`src/rtl/mem_responder_pkg.sv`:
```
// Shared types and constants for the mem_responder data-port responder.
// The MMIO addresses only decode when MEM_RESPONDER_MMIO_EN is defined.
package mem_responder_pkg;

    typedef enum logic [1:0] {
        IDLE,
        WAIT,
        RESP
    } state_t;

    typedef enum logic [1:0] {
        DEC_RAM,
        DEC_CYC,
        DEC_SCR,
        DEC_ERR
    } dec_t;

    localparam logic [31:0] MMIO_CYCLES_ADDR  = 32'hFFFF_FF00;
    localparam logic [31:0] MMIO_SCRATCH_ADDR = 32'hFFFF_FF04;

endpackage

```
`src/rtl/resp_ram.sv`:
```
// Single-port synchronous RAM, 32-bit words, no reset on contents.
// Read data is registered every clock from the presented index.
module resp_ram #(
    parameter int DEPTH = 64
) (
    input  logic                     clk,
    input  logic                     we,
    input  logic [$clog2(DEPTH)-1:0] idx,
    input  logic [31:0]              wdata,
    output logic [31:0]              rdata
);

    logic [31:0] mem_q [DEPTH];

    // Write when enabled; always register the word at idx
    always_ff @(posedge clk) begin
        if (we) begin
            mem_q[idx] <= wdata;
        end
        rdata <= mem_q[idx];
    end

endmodule

```
`src/rtl/mem_responder.sv`:
```
// Memory-side responder: accepts one load/store at a time, waits
// WAIT_CYCLES, then acks for one cycle with read data / error.
// Define MEM_RESPONDER_MMIO_EN to add the CYCLES and SCRATCH registers.
//
// Handshake: a request is taken on any clock edge where req=1 while the
// FSM is IDLE; we/addr/wdata are latched on that edge and may change
// afterwards. req is ignored in WAIT and RESP. ack is a one-cycle pulse
// with err and rdata valid alongside it; rdata then holds until the next ack.
module mem_responder
    import mem_responder_pkg::*;
#(
    parameter int DEPTH       = 64,
    parameter int WAIT_CYCLES = 2
) (
    input  logic        clk,
    input  logic        rst,
    input  logic        req,
    input  logic        we,
    input  logic [31:0] addr,
    input  logic [31:0] wdata,
    output logic        busy,
    output logic        ack,
    output logic        err,
    output logic [31:0] rdata,
    output state_t      state_dbg
);

    localparam int          IDX_W     = $clog2(DEPTH);
    localparam logic [3:0]  WAIT_INIT = (WAIT_CYCLES == 0) ? 4'd0 : 4'(WAIT_CYCLES - 1);
    localparam logic [31:0] RAM_LIMIT = 32'(DEPTH * 4);

    state_t           state_q, state_d;
    logic [3:0]       cnt_q, cnt_d;
    logic             we_q;
    logic [31:0]      addr_q, wdata_q;
    logic [31:0]      rdata_q;
    logic [31:0]      resp_data;
    dec_t             dec;
    logic             ram_we;
    logic [IDX_W-1:0] ram_idx;
    logic [31:0]      ram_rdata;
    logic             accept;

    assign accept = (state_q == IDLE) && req;

    // FSM state and wait counter registers
    always_ff @(posedge clk) begin
        if (rst) begin
            state_q <= IDLE;
            cnt_q   <= 4'd0;
        end else begin
            state_q <= state_d;
            cnt_q   <= cnt_d;
        end
    end

    // Next-state logic: IDLE -> WAIT (or RESP with no wait states) -> RESP -> IDLE
    always_comb begin
        state_d = state_q;
        cnt_d   = cnt_q;
        case (state_q)
            IDLE: begin
                if (req) begin
                    if (WAIT_CYCLES == 0) begin
                        state_d = RESP;
                    end else begin
                        state_d = WAIT;
                        cnt_d   = WAIT_INIT;
                    end
                end
            end
            WAIT: begin
                if (cnt_q == 4'd0) begin
                    state_d = RESP;
                end else begin
                    cnt_d = cnt_q - 4'd1;
                end
            end
            RESP:    state_d = IDLE;
            default: state_d = IDLE;
        endcase
    end

    // Latch the request fields on acceptance so the requester can move on
    always_ff @(posedge clk) begin
        if (rst) begin
            we_q    <= 1'b0;
            addr_q  <= 32'd0;
            wdata_q <= 32'd0;
        end else if (accept) begin
            we_q    <= we;
            addr_q  <= addr;
            wdata_q <= wdata;
        end
    end

    // Address decode on the latched address; misalignment wins over everything
    always_comb begin
        dec = DEC_ERR;
        if (addr_q[1:0] != 2'b00) begin
            dec = DEC_ERR;
        end else if (addr_q < RAM_LIMIT) begin
            dec = DEC_RAM;
        end
`ifdef MEM_RESPONDER_MMIO_EN
        else if (addr_q == MMIO_CYCLES_ADDR) begin
            dec = DEC_CYC;
        end else if (addr_q == MMIO_SCRATCH_ADDR) begin
            dec = DEC_SCR;
        end
`endif
    end

    // In IDLE the RAM looks at the incoming address so a zero-wait build
    // still reads on the acceptance edge; otherwise it uses the latched one.
    assign ram_idx = (state_q == IDLE) ? addr[IDX_W+1:2] : addr_q[IDX_W+1:2];
    assign ram_we  = (state_q == RESP) && we_q && (dec == DEC_RAM) && !rst;

    resp_ram #(.DEPTH(DEPTH)) u_ram (
        .clk   (clk),
        .we    (ram_we),
        .idx   (ram_idx),
        .wdata (wdata_q),
        .rdata (ram_rdata)
    );

`ifdef MEM_RESPONDER_MMIO_EN
    logic [31:0] cyc_q;
    logic [31:0] cyc_snap_q;
    logic [31:0] scratch_q;

    // Free-running cycle counter, snapshot taken on the edge into RESP
    always_ff @(posedge clk) begin
        if (rst) begin
            cyc_q      <= 32'd0;
            cyc_snap_q <= 32'd0;
        end else begin
            cyc_q <= cyc_q + 32'd1;
            if (state_d == RESP && state_q != RESP) begin
                cyc_snap_q <= cyc_q;
            end
        end
    end

    // Scratch register commits on the edge leaving RESP, like RAM stores
    always_ff @(posedge clk) begin
        if (rst) begin
            scratch_q <= 32'd0;
        end else if (state_q == RESP && we_q && dec == DEC_SCR) begin
            scratch_q <= wdata_q;
        end
    end
`endif

    // Response data: loads select by decode, stores leave rdata untouched
    always_comb begin
        resp_data = rdata_q;
        if (!we_q) begin
            case (dec)
                DEC_RAM: resp_data = ram_rdata;
`ifdef MEM_RESPONDER_MMIO_EN
                DEC_CYC: resp_data = cyc_snap_q;
                DEC_SCR: resp_data = scratch_q;
`endif
                default: resp_data = 32'd0;
            endcase
        end
    end

    // Hold the last response so rdata stays stable between acks
    always_ff @(posedge clk) begin
        if (rst) begin
            rdata_q <= 32'd0;
        end else if (state_q == RESP) begin
            rdata_q <= resp_data;
        end
    end

    assign busy      = (state_q != IDLE);
    assign ack       = (state_q == RESP) && !rst;
    assign err       = ack && (dec == DEC_ERR);
    assign rdata     = (state_q == RESP) ? resp_data : rdata_q;
    assign state_dbg = state_q;

endmodule

```
`config.mk`:
```
export PLATFORM = sky130hd
export DESIGN_NAME = mem_responder
export DESIGN_NICKNAME = d
export VERILOG_FILES = /design/src/rtl/mem_responder_pkg.sv /design/src/rtl/resp_ram.sv /design/src/rtl/mem_responder.sv
export SDC_FILE = /design/constraint.sdc
export NUM_CORES = 2
export LEC_CHECK = 0
export CAP_MARGIN = 25
export CORE_ASPECT_RATIO = 1.2
export CORE_MARGIN = 10
export CORE_UTILIZATION = 28
export DETAILED_ROUTE_END_ITERATION = 10
export RECOVER_POWER = 100
export SLEW_MARGIN = 20
export SYNTH_ARGS = -nofsm -noshare
export SYNTH_HDL_FRONTEND = slang
export SYNTH_SLANG_ARGS = --single-unit
```
`constraint.sdc`:
```
create_clock -name clk -period 3.8 [get_ports clk]
set_input_delay 0.76 -clock clk [delete_from_list [all_inputs] [get_ports clk]]
set_output_delay 0.76 -clock clk [all_outputs]
set_load 0.03 [all_outputs]
```
-- Yosys cells after proc, flatten, opt, wreduce, memory -nomap -nowiden
Memories as Yosys holds them, arrays and structs flattened. A register that Yosys moved wholly into a read port is not among the register bits.
Cells that the tools add are included.
- add/subtract/negate cells: 1
- $lt $le $gt $ge: 1
- eq/ne operators: 6
- mux-type cells: 14
- reductions and logical operators: 15
- operators by type and width (cell ; number):
    32-bit 2-to-1 mux ; 3
    32-bit by 9-bit < comparator with 1-bit output (second input constant) ; 1
    2-bit 2-to-1 mux ; 4
    4-bit 2-to-1 mux ; 2
    4-bit case mux with 2 select lines ; 1
    1-bit logical AND ; 6
    6-bit 2-to-1 mux ; 1
    2-bit != test (second input constant) ; 3
    2-bit nonzero test ; 3
    2-bit == test (second input constant) ; 2
    2-bit logical NOT ; 2
    4-bit logical NOT ; 1
    2-bit case mux with 2 select lines ; 1
    4-bit by 1-bit subtractor with 4-bit output (second input constant) ; 1
    3-bit AND reduction ; 1
    2-bit by 1-bit == test with 1-bit output (second input constant) ; 1
    1-bit 2-to-1 mux ; 2
    2-bit AND reduction ; 1
    1-bit logical NOT ; 1
- register bits after elaboration: 103
- RAM bits: 2048
- bits of input ports: 68
- output and inout bits: 37
- logic and storage cells: 44
- memories kept: 1
- memory list (name ; depth ; width ; rd ports ; clocked after Yosys merged registers in ; write ports ; line ; text):
    u_ram.mem_q ; 64 ; 32 ; 1 ; 1 ; 1 ; resp_ram.sv:13 ; logic [31:0] mem_q [DEPTH];

-- Logic depth before layout (Yosys ltp)
- depth in word-level cells: 8
- mapped depth: 14
- gate-level depth less buffers: 8

-- By module
Synthesis repeated with hierarchy kept, for this count alone.
- cells, all modules: 4880
- area total of the unflattened synthesis: 84162.0 um2
- modules (own cells, without submodules) (module ; times used ; cells each ; area an instance (um2)):
    resp_ram ; 1 ; 4239 ; 78928.2
    mem_responder ; 1 ; 641 ; 5233.8

-- Least setup slack after synthesis
No wires, ideal clock.
- path kind: input port to flip-flop
- from: in addr[3]
- to: mem u_ram.mem_q[15][0], enable pin
- library setup time: 0.421 ns
- arrival: 3.689 ns
- slack: -0.310 ns
- stages on the path: 7
- buffers on the path: 3
- path through: or3b_2 and2_1 clkbuf_1 clkbuf_1 or3_1 clkbuf_1 nor2_1
- word-level cells in the longest chain between the ends: 1
- ends and longest elaborated chain (element ; line ; text):
    start: declaration ; mem_responder.sv:19 ; input logic [31:0] addr,
    6-bit 2-to-1 mux ; mem_responder.sv:116 ; assign ram_idx = (state_q == IDLE) ? addr[IDX_W+1:2] : addr_q[IDX_W+1:2];
    end: declaration ; resp_ram.sv:13 ;
Every way passes these cells.

-- Worst setup path after layout
- from: reg state_q[0], in the netlist state_dbg[0]
- to: mem u_ram.mem_q[24][2], enable pin
- word-level cells in the longest chain between the ends: 6
- elaborated cells between the ends (all ways): 8
- classes of those cells: eq/ne (1); mux (3); reduce/logical (4)
- ends and longest elaborated chain (element ; line ; text):
    start: declaration ; mem_responder.sv:32 ; state_t state_q, state_d;
    start signal: assignment ; mem_responder.sv:52 ; state_q <= state_d;
    2-bit == test ; mem_responder.sv:117 ; assign ram_we = (state_q == RESP) && we_q && (dec == DEC_RAM) && !rst;
    1-bit logical AND (3 in a row) ; mem_responder.sv:117 ;
    1-bit 2-to-1 mux ; resp_ram.sv:17 ; if (we) begin
    1-bit 2-to-1 mux (implied by the code) ; resp_ram.sv:18 ; mem_q[idx] <= wdata;
Parallel ways exist; a longest one is shown, timed or not.

==> impl_metrics.csv <==
group,metric,value,unit
run_status,status,"finished with violations",
run_status,violations,"capacitance limit, slew limit",
placed_design,pre_cts_ws,-0.697,ns
power,clkPwrFrac,0.398,
global_route,grt_pass1_wl,413000,um
setup_path,cp.arrival,4.32,ns
timing,rsz0062_at_grt,"no",
power,p_per_area,524,nW/um^2
synth,ys_ff_latch,2183,
clock_tree,clockBufferDepth,3,
clock_tree,cts_tree,"done",
synth,post-synth-top-count-cell,"edfxtp_1",
global_route,grt_max_degree,66,
floorplanning,ios,105,
synth,syn_area,81800,um^2
timing,hold_violations,0,
placed_design,dp_hpwl,191000,um
timing,slew_violations,1482,
clock_tree,clock_sinks,2183,
floorplanning,die_area,314000,um^2
drt,wl,300000,um
timing,fin_crit_sh,0.997,
synth,synthTopCellsByArea,"edfxtp_1 75%, dfxtp_1 3.3%, o21ai_0 2.6%",
synth,synth_common_cells,"2048 x edfxtp_1, 494 x nand2_1, 431 x o21ai_0",
floorplanning,die_y,612,um
clock_tree,clk_latency,0.87,ns
power,peakVddDrop,0.520,mV
synth,ys.flop_type,"edfxtp_1",
clock_tree,cts_hold_buf,0,
global_route,antenna_found_initial,16,
synth,synth_top_area_share,0.752,
setup_path,crit_path_cell_trace,"buf_4 > nor2_2 > buf_4 > inv_2 > nand2_1 > nand2_1 > nand2_2 > buf_12 > buf_4 > nor2_4 > buf_4",
power,seqPwrFrac,0.522,
placed_design,gp_congestion,0.884,
power,p_leak,33.0,nW
drt,dr_total_vias,53200,
job,drv_cap,35,
floorplanning,rows,217,
clock_tree,clk_root_buffer_cell,"clkbuf_16",
drt,drc,0,
power,power.internal,39.5,mW
floorplanning,start_util,0.281,
placed_design,portBuffers,104,
setup_path,critPathCaptureType,"flip-flop",
synth,synthCells,5067,
synth,yosysTopAreaCell,"edfxtp_1",
drt,wl_per_cell,31.1,um
setup_path,worstPathRequired,4.33,ns
setup_path,worstSetupStartpointType,"flip-flop",
drt,postRouteAntennaNets,0,
setup_path,cp_slowest_stage_delay,0.54,ns
timing,layout_setup_ws,0.0108,ns
drt,drtPass1Iterations,8,
synth,synthDistinctLibCells,69,
floorplanning,die_w,513,um
finish,final_nets,5715,
power,combPwrFrac,0.080,
synth,yosys_warnings,0,
synth,seq_area_frac_synth,0.785,
setup_path,crit_family,"buffers and inverters",
global_route,grt-ovfl-total,0,
timing,fmax,264,MHz
timing,setup_viol,0,
finish,drive_gt1_frac,0.178,
synth,synth_edf_count,2048,
drt,vias_per_cell,5.50,
timing,skew,0.0696,ns
placed_design,placed_cell_area,94200,um^2
global_route,track_usage,0.183,
timing,relSlewSlack,-0.990,
setup_path,worstSetupPathType,"flip-flop to flip-flop",
clock_tree,htree_levels,4,
synth,async_flop_share,0,
power,switching_power,12.3,mW
setup_path,crit_fanout,16,
floorplanning,core,291000,um^2
timing,min_period,3.79,ns
finish,area_delta_synth_final,20.9,%
worst_hold_path,worstHoldPathType,"input pin to flip-flop",
setup_path,cp_common_cell,"buf_4",
setup_path,crit_path_top_delay_cell,"dfxtp_1",
clock_tree,path_clk_slew,0.06,ns
synth,syn_nets,5137,
finish,design_area,98900,um^2
drt,drtIter0Drc,8272,
timing,worst_pin_slew,2.99,ns
setup_path,cp.buffers_inverters,6,
power,switching_share,0.237,
synth,avgSynthCellArea,16.1,um^2
clock_tree,cts_made_buffers,201,
global_route,first_global_vias,51700,
==> area by class of cell <==
type	instances	area [um^2]
Antenna cell	22	55.1
Multi-Input combinational cell	2531	16500
Tap cell	3832	4790
Fill cell	27700	192000
Clock inverter	110	1270
Timing Repair Buffer	718	6690
Clock buffer	267	5410
Sequential cell	2183	64200
Inverter	10	37.5
==> routing by layer <==
layer | GRT usage | wire length (um)
met5 | 0 | 27
met4 | 0.107 | 21900
met1 | 0.221 | 107000
met2 | 0.305 | 141000
met3 | 0.0366 | 30800
==> cells in the final DEF, fill, tap and decap left out, types with 81 or more instances in the layout <==
master	n
clkbuf_1	108
a22oi_1	238
a21oi_1	163
nor2_1	81
clkbuf_2	81
o21ai_0	431
nand4_1	137
edfxtp_1	2048
buf_12	117
a222oi_1	88
nand2_1	489
dfxtp_1	133
buf_4	331
nand3_1	82
mux2i_1	191
clkbuf_16	201
a221oi_1	92
==> path summary, 6_finish.rpt <==
path | startpoint | to | slack, ns | depth (start not counted)
setup / recovery | state_dbg[0] | u_ram.mem_q[24][2] | 0.01 | 11
hold / removal | wdata[23] | wdata_q[23] | 0.44 | 3
setup reg to reg | state_dbg[0] | u_ram.mem_q[24][2] | 0.01 | 11
hold reg to reg | rdata_q[22] | rdata_q[22] | 0.46 | 2
==> flip-flops by register name (all words and copies together) (netlist names) <==
register,count
we_q,1
addr_q,32
wdata_q,32
u_ram.rdata,32
cnt_q,4
state_dbg,2
u_ram.mem_q,2048
rdata_q,32
==> power by group through the flow <==
stage                     registers [mW]  logic, mW  clock network (mW)
after floorplan                     27.3       1.80                   0
after global placement              27.6       4.07                   0
after detailed placement            27.6       4.11                   0
after CTS                           27.0       4.14                20.8
after global routing                27.0       4.29                21.7
final                               27.1       4.16                20.6
==> timing repair <==
item                       CTS  global route
pin swaps                    2             1
gates resized for setup     22             4
setup endpoints to repair   31            21
gates cloned                 0             0
setup buffers                2             0
==> cells by family (layout without fill, tap and decap cells) <==
| family | after synthesis | count (layout) | share of synthesized area |
|---|---|---|---|
| AO/OA/AOI/OAI | 1342 | 1342 | 0.112 |
| XOR/XNOR | 2 | 2 | 0.000214 |
| adder cells (fa/ha/maj) | 2 | 2 | 0.000306 |
| buffers and inverters | 353 | 1105 | 0.0199 |
| flip-flops | 2183 | 2183 | 0.785 |
| multiplexers | 246 | 246 | 0.0313 |
| other | 0 | 22 | 0 |
| AND/OR/NAND/NOR | 939 | 939 | 0.0518 |
==> worst reg2reg max path, stage by stage, from the launching register on <==
cell and delay, ns:
dfxtp_1 0.54, buf_4 0.22, nor2_2 0.05, buf_4 0.17, inv_2 0.27, nand2_1 0.10, nand2_1 0.50, nand2_2 0.36
buf_12 0.28, buf_4 0.23, nor2_4 0.32, buf_4 0.41
==> through the flow <==
stage / util / cells / power, mW / TNS, ns / hold slack, ns
after global routing: 0.340 / 9666 / 53.0 / 0 / 0.432
after global placement: 0.323 / 9267 / 31.6 / -10.0 / 0.443
after detailed placement: 0.324 / 9269 / 31.7 / -9.43 / 0.449
final: 0.340 / 9673 / 51.8 / 0 / 0.442
after floorplan: - / 5067 / 29.1 / -79.28 / 0.436
after CTS: 0.347 / 9648 / 52.0 / 0 / 0.382
(Power assumes the default switching activity.)
